--- src/rtl/cv32e40s_sffr_guard.sv ---
// ---------------------------------------------------------------------------
// cv32e40s_sffr_guard
//
// Write/check front-end for a pair of hardened flip-flop banks. The primary
// bank holds a WIDTH-bit value and the shadow bank holds its bitwise
// complement. This block drives both banks' D inputs (init, write, hold),
// watches both banks' Q outputs for complement integrity every RUN cycle,
// counts mismatch cycles and raises minor (per cycle) and major (persistent)
// alerts.
//
// Ports:
//   clk, rst          clock and synchronous active-high reset
//   wr_valid_i        write request
//   wr_ready_o        write accepted when wr_valid_i & wr_ready_o (RUN only)
//   wr_data_i         write value
//   d_o, ds_o         primary / shadow bank D inputs
//   q_i, qs_i         primary / shadow bank Q outputs
//   rdata_o           protected value (combinational copy of q_i)
//   clear_i           leave ALERT and re-initialise
//   alert_minor_o     registered one-cycle pulse per mismatch cycle
//   alert_major_o     registered sticky major alert
//   err_cnt_o         saturating count of mismatch cycles
// ---------------------------------------------------------------------------
module cv32e40s_sffr_guard #(
  parameter int unsigned      WIDTH          = 8,
  parameter logic [WIDTH-1:0] RESET_VALUE    = '0,
  parameter int unsigned      PERSIST_CYCLES = 2
) (
  input  logic             clk,
  input  logic             rst,
  input  logic             wr_valid_i,
  output logic             wr_ready_o,
  input  logic [WIDTH-1:0] wr_data_i,
  output logic [WIDTH-1:0] d_o,
  output logic [WIDTH-1:0] ds_o,
  input  logic [WIDTH-1:0] q_i,
  input  logic [WIDTH-1:0] qs_i,
  output logic [WIDTH-1:0] rdata_o,
  input  logic             clear_i,
  output logic             alert_minor_o,
  output logic             alert_major_o,
  output logic [7:0]       err_cnt_o
);

  typedef enum logic [1:0] {
    INIT  = 2'd0,
    RUN   = 2'd1,
    ALERT = 2'd2
  } state_e;

  localparam logic [3:0] PERSIST_MAX = 4'(PERSIST_CYCLES);

  state_e     state, state_nxt;
  logic [3:0] persist, persist_nxt;
  logic       mismatch;
  logic       wr_fire;
  logic       major_set;

  assign rdata_o = q_i;

  // Next-state, bank D drive and integrity check. Holding recirculates each
  // bank's own Q, so a corrupted bit stays put until it is overwritten.
  always_comb begin
    state_nxt   = state;
    wr_ready_o  = 1'b0;
    d_o         = q_i;
    ds_o        = qs_i;
    mismatch    = 1'b0;
    persist_nxt = persist;
    major_set   = 1'b0;
    wr_fire     = 1'b0;

    unique case (state)
      INIT: begin
        d_o       = RESET_VALUE;
        ds_o      = ~RESET_VALUE;
        state_nxt = RUN;
      end
      RUN: begin
        wr_ready_o = 1'b1;
        wr_fire    = wr_valid_i;
        if (wr_fire) begin
          d_o  = wr_data_i;
          ds_o = ~wr_data_i;
        end
        mismatch = ((q_i ^ qs_i) != {WIDTH{1'b1}});
        if (mismatch) begin
          persist_nxt = (persist >= PERSIST_MAX) ? PERSIST_MAX : persist + 4'd1;
        end else begin
          persist_nxt = 4'd0;
        end
        if (mismatch && (persist_nxt >= PERSIST_MAX)) begin
          major_set = 1'b1;
          state_nxt = ALERT;
        end
      end
      ALERT: begin
        if (clear_i) begin
          persist_nxt = 4'd0;
          state_nxt   = INIT;
        end
      end
      default: begin
        state_nxt = INIT;
      end
    endcase
  end

  // State, persistence, counters and alert registers. The error count
  // survives a clear; only rst wipes it.
  always_ff @(posedge clk) begin
    if (rst) begin
      state         <= INIT;
      persist       <= 4'd0;
      err_cnt_o     <= 8'd0;
      alert_minor_o <= 1'b0;
      alert_major_o <= 1'b0;
    end else begin
      state         <= state_nxt;
      persist       <= persist_nxt;
      alert_minor_o <= mismatch;
      if (mismatch && (err_cnt_o != 8'hFF)) begin
        err_cnt_o <= err_cnt_o + 8'd1;
      end
      if (major_set) begin
        alert_major_o <= 1'b1;
      end else if ((state == ALERT) && clear_i) begin
        alert_major_o <= 1'b0;
      end
    end
  end

endmodule

--- config.mk ---
export PLATFORM = sky130hd
export DESIGN_NAME = cv32e40s_sffr_guard
export DESIGN_NICKNAME = d
export VERILOG_FILES = /design/src/rtl/cv32e40s_sffr_guard.sv
export SDC_FILE = /design/constraint.sdc
export NUM_CORES = 1
export LEC_CHECK = 0
export ABC_AREA = 1
export CORE_MARGIN = 2
export CORE_UTILIZATION = 43
export CTS_BUF_LIST = sky130_fd_sc_hd__clkbuf_2
export DETAILED_ROUTE_END_ITERATION = 16
export GPL_TIMING_DRIVEN = 0
export PLACE_DENSITY = 0.83
export SYNTH_ARGS = -nofsm -noshare
export SYNTH_HDL_FRONTEND = slang
export SYNTH_SLANG_ARGS = --single-unit
--- constraint.sdc ---
create_clock -name clk -period 1.5 [get_ports clk]
set_input_delay 0.375 -clock clk [delete_from_list [all_inputs] [get_ports clk]]
set_output_delay 0.375 -clock clk [all_outputs]
set_load 0.02 [all_outputs]
==> flow_summary.ini, run 1 <==
[placement]
dp_hpwl_mm = 2.90
placed_area_um2 = 2080
port-buffer-count = 62
place.gp.congestion = 0.851
dp.cells = 328
dpl_worst_slack_ns = -1.15

[synthesis]
synth.cell_area_um2 = 1350
synthArstFlopShare_pct = 0
synth_area_per_cell_um2 = 6.09
synth_area_leader_cell = dfxtp_1
ys.warnings.count = 0
synth_top_cell_area_share_pct = 23.7
ys_seq_area_share_pct = 23.7
syn_inst = 222
ys_ff_latch = 16
synth_edf_count = 0
synth_nets = 253
ys_types = 22
synth.most_common_cell = nand2_1
synth_ff_type = dfxtp_1
synthTopCellsByCount = 65 x nand2_1, 27 x inv_1, 27 x o21ai_0
synthTopCellsByArea = dfxtp_1 24%, nand2_1 18%, o21ai_0 10%

[clocking]
clk_latency_ns = 0.30
cts-htree-levels = 1
cts.sinks = 16
clockBufferDepth = 2
cts_inserted_buffers = 3
tritoncts = built
clk_pin_slew_ns = 0.15
hold_buffers = 0
cts_root_buf = clkbuf_2

[pwr]
swShare_pct = 45.1
combPwrFrac_pct = 76.9
power_density_nw_per_um2 = 1520
power.leakage_uw = 0.00118
internal_power_uw = 1990
p_sw_uw = 1640
seqPwrFrac_pct = 17.7
clock_power_share_pct = 5.4
ir_drop_mv = 1.25

[die]
die_area_um2 = 3610
fp.dieW_um = 60.1
pin_count = 63
placeableCoreArea_um2 = 3030
start_util_pct = 44.7
die_h_um = 60.1
rows = 20

[timing]
fin_crit_sh_pct = 119
maxSlewHeadroom_pct = 69.6
timing.fmax_mhz = 559
setup_violations = 19
hold_ws_ns = 0.477
hold_viol = 0
slew_violations = 0
rsz0062_at_grt = yes
period_needed_ns = 1.79
finalWorstSetupSlack_ns = -0.289
skew_ns = 0.00596
tightest_slew_ns = 0.456

[cells_and_area]
fin_cells = 348
final_area_um2 = 2380
drive_gt1_share_pct = 33.7
syn_to_final_growth_pct = 76.2
nNetsFinal = 335

[drt]
routedWlPerCell_um = 13.8
drc_errors = 0
routed_wl_mm = 4.81
routed_via_density = 5.25
drt_iter0_drc = 151
dr.pass1.iters = 4
num_vias = 1827
ant_nets = 0

[global_routing]
grt_overflow = 0
track_usage_pct = 23.2
antenna_found_initial = 1
grt_max_degree = 11
grt_pass1_vias = 1508
grt_first_pass_wirelength_mm = 6.42

[hold_path]
worst_hold_path_type = reg -> reg

[critical_path]
crit_path_start_kind = input pin
r2r_slack_ns = 0.08
required_ns = 1.12
critPathKind = in -> out
critPathMaxFanout = 3
worstPathArrival_ns = 1.41
crit_path_end_kind = output port

[status]
violations = setup timing
status = finished, violations left

[job]
maxCapViolations = 0
## metal layers
layer	wire length (um)	part of all wire [%]	track usage, %	up-vias
li1	-	-	-	886
met1	1900	40	27.9	829
met2	2370	49	41.8	98
met3	409	8.5	3.03	14
met4	129	2.7	7.62	0
met5	0	0	0	-
## power groups by stage
stage | clock network [uW] | logic (uW) | registers [uW]
global placement | 0 | 2090 | 598
finish | 196 | 2790 | 640
global route | 218 | 2940 | 654
floorplan | 0 | 1250 | 645
CTS | 203 | 2360 | 598
detailed placement | 0 | 2110 | 602
## worst paths after layout
path / from / to / cells after the start
max: q_i[6] / d_o[6] / 6
min: persist[3]$_SDFFE_PP0P_ / persist[3]$_SDFFE_PP0P_ / 2
max reg2reg: err_cnt_o[0]$_SDFFE_PP0P_ / err_cnt_o[1]$_SDFFE_PP0P_ / 7
min reg2reg: persist[3]$_SDFFE_PP0P_ / persist[3]$_SDFFE_PP0P_ / 2
## registers in the layout, summed over array words and instances (netlist names)
signal         cells
err_cnt_o          8
persist            4
state              2
alert_major_o      1
alert_minor_o      1
## cell usage in the layout, fill, tap and decap left out, types with 2 or more instances in the layout
master           count
clkbuf_2             3
nand4_1              9
dfxtp_1              7
clkbuf_16            2
xnor2_1              2
clkdlybuf4s50_1     13
o21ai_1              6
nand3_4              2
clkdlybuf4s15_1      2
o21ai_2              6
dlymetal6s2s_1       7
o21ai_0             15
buf_12               2
nand3_1              6
nand2_2              6
inv_1               20
a21oi_1             10
nor2_4               2
a22oi_2              5
nor2_1              19
ha_1                 2
dfxtp_2              7
a21oi_2              3
dlygate4sd2_1       19
clkbuf_8             3
a21oi_4              2
buf_6               16
buf_4               25
nand2_1             59
dfxtp_4              2
inv_2                7
## cells by family (layout without fill, tap and decap cells)
group	after synthesis	count (layout)	share of synthesized area (%)
buffers and inverters	44	125	16.3
other	0	1	0
AOI/OAI and AO/OA	48	48	19.2
and+or+nand+nor	108	108	36.1
adders and majority gates	3	3	2.78
DFF	16	16	23.7
xor gates and xnor gates	3	3	1.94
## critical path, stage by stage
cell and delay (ns):
clkdlybuf4s50_1 0.52, inv_2 0.06, o21ai_0 0.15, nand2_1 0.06
o21ai_1 0.09, buf_4 0.16
## through the flow
| step | TNS (ns) | total power (uW) | utilization (%) |
|---|---|---|---|
| CTS | -4.13 | 3160 | 72.1 |
| finish | -3.80 | 3620 | 78.7 |
| global placement | -26.99 | 2680 | 68.7 |
| floorplan | -0.0937 | 1900 | - |
| detailed placement | -26.56 | 2710 | 68.7 |
| global route | -5.22 | 3810 | 78.7 |
## area by class of cell
| class | count | area (um2) |
|---|---|---|
| plain buffers | 15 | 151 |
| inverters | 27 | 101 |
| clock buffers | 3 | 15.0 |
| clock inverters | 1 | 3.75 |
| flip-flops and latches | 16 | 337 |
| fillers | 213 | 644 |
| repair buffers | 79 | 795 |
| diodes | 1 | 2.50 |
| multi-input cells | 162 | 923 |
| well taps | 44 | 55.1 |
## what timing repair did
action,4_1_cts,5_1_grt
pin swaps,4,7
endpoints found under the setup margin,44,35
resized for setup,155,47
buffers inserted,7,6
gates cloned,1,3
Power figures use the tool's default switching activity.
==> inputs of run 2 (changes only) <==
CORE_UTILIZATION = 41   (was 43)
CTS_BUF_LIST = default   (was sky130_fd_sc_hd__clkbuf_2)
PLACE_DENSITY = 0.86   (was 0.83)
clock period = 1.97 ns   (was 1.5 ns; I/O delays follow)
==> flow_summary.ini, run 2 (same netlist as run 1, synthesis figures left out) <==
[drt]
drt_iter0_drc = 92
num_vias = 1642
dr.pass1.iters = 6
ant_nets = 0
routedWlPerCell_um = 11.8
drc_errors = 0
routed_via_density = 4.90
routed_wl_mm = 3.94

[clocking]
clk_latency_ns = 0.29
cts.sinks = 16
clk_pin_slew_ns = 0.09
cts_root_buf = clkbuf_4
clockBufferDepth = 2
tritoncts = built
cts_inserted_buffers = 3
cts-htree-levels = 1

[global_routing]
antenna_found_initial = 0
track_usage_pct = 20.4
grt_max_degree = 11
grt_overflow = 0
grt_pass1_vias = 1445
grt_first_pass_wirelength_mm = 5.89

[hold_path]
worst_hold_path_type = reg -> reg

[timing]
tightest_slew_ns = 0.450
maxSlewHeadroom_pct = 70.0
hold_viol = 0
fin_crit_sh_pct = 98.9
skew_ns = 0.00131
setup_violations = 0
hold_ws_ns = 0.480
timing.fmax_mhz = 513
slew_violations = 0
finalWorstSetupSlack_ns = 0.0208
period_needed_ns = 1.95

[placement]
place.gp.congestion = 0.762
dpl_worst_slack_ns = -0.930
dp_hpwl_mm = 2.86
port-buffer-count = 62
dp.cells = 328
placed_area_um2 = 2030

[critical_path]
crit_path_start_kind = flip-flop
worstPathArrival_ns = 1.46
crit_path_end_kind = output port
required_ns = 1.48
critPathMaxFanout = 10
critPathKind = reg -> out

[pwr]
combPwrFrac_pct = 71.0
clock_power_share_pct = 8.2
ir_drop_mv = 0.684
internal_power_uw = 1140
p_sw_uw = 1040
power.leakage_uw = 0.00102
power_density_nw_per_um2 = 1050
swShare_pct = 47.8
seqPwrFrac_pct = 20.8

[die]
die_h_um = 61.4
pin_count = 63
placeableCoreArea_um2 = 3100
fp.dieW_um = 61.4
rows = 20
start_util_pct = 43.6
die_area_um2 = 3770

[cells_and_area]
nNetsFinal = 324
final_area_um2 = 2070
mostFrequentLayoutCells = 65 x nand2_1, 27 x inv_1, 27 x clkdlybuf4s50_1, 21 x buf_4, 20 x nor2_1
syn_to_final_growth_pct = 53.4
reg_top3 = err_cnt_o (8), persist (4), state (2)
largest_reg_flops = 8
fin_cells = 335
drive_gt1_share_pct = 16.5
final_common_cell = nand2_1
num_antenna_cells = 0
top_register = err_cnt_o

[status]
status = finished clean

[job]
maxCapViolations = 0
==> run 2: cell types whose count changed in the layout (fill, tap and decap cells not counted), sizes merged <==
cell / delta
clkinv: -1
clkdlybuf4s15: -1
clkbuf: -4
diode: -1
clkdlybuf4s50: +14
buf: -11
dlygate4sd2: -9
==> run 2: worst paths after layout <==
check	slack, ns	cells past startpoint	endpoint	from
max	0.02	6	ds_o[5]	state[1]$_SDFFE_PP0P_
min	0.48	2	persist[3]$_SDFFE_PP0P_	persist[3]$_SDFFE_PP0P_
max reg2reg	0.47	7	err_cnt_o[2]$_SDFFE_PP0P_	err_cnt_o[0]$_SDFFE_PP0P_
min reg2reg	0.48	2	persist[3]$_SDFFE_PP0P_	persist[3]$_SDFFE_PP0P_
==> run 2: final cells by class <==
| type | count | area [um2] |
|---|---|---|
| repair buffers | 66 | 597 |
| clock buffers | 3 | 22.5 |
| well taps | 44 | 55.1 |
| multi-input cells | 162 | 820 |
| inverters | 27 | 101 |
| fillers | 295 | 1030 |
| flip-flops and latches | 16 | 320 |
| plain buffers | 17 | 159 |
==> run 2: through the flow <==
stage | power (uW) | TNS (ns) | utilization (%)
floorplan | 1350 | 0 | -
global placement | 1950 | -15.63 | 65.4
detailed placement | 1960 | -15.70 | 65.4
CTS | 2070 | 0 | 64.8
global route | 2320 | -0.0159 | 66.9
finish | 2180 | 0 | 66.9
==> run 2: routing by layer <==
metal	up-vias	GRT usage (%)	wire length (um)
met5	-	0	0
met4	0	8.51	65
met3	7	2.94	313
met2	55	36.3	1780
met1	725	24.4	1780
li1	855	-	-
==> run 2: power groups by stage <==
stage	Clock, uW	Sequential (uW)	Combinational [uW]
after global placement	0	458	1490
after global routing	187	462	1670
after CTS	181	453	1440
final	179	454	1550
after detailed placement	0	459	1500
after floorplan	0	491	858
==> run 2: repair_timing <==
item | 4_1_cts | 5_1_grt
setup endpoints to repair | 25 | 15
pin swaps | 1 | 2
hold buffers | 0 | 0
endpoints found under the hold margin | 0 | 0
gates resized for setup | 103 | 25
buffers inserted | 2 | 2
==> run 2: critical path, cell delays in order (launching register included) <==
cell     delay, ns
dfxtp_1       0.32
buf_4         0.17
nor2_4        0.05
buf_6         0.12
buf_6         0.13
a22oi_1       0.16
buf_2         0.20
==> inputs of run 3 (changes only) <==
CTS_CLUSTER_SIZE = 10   (was default)
==> results of run 3 <==
Final layout, timing and power as in run 2 (identical DEF).
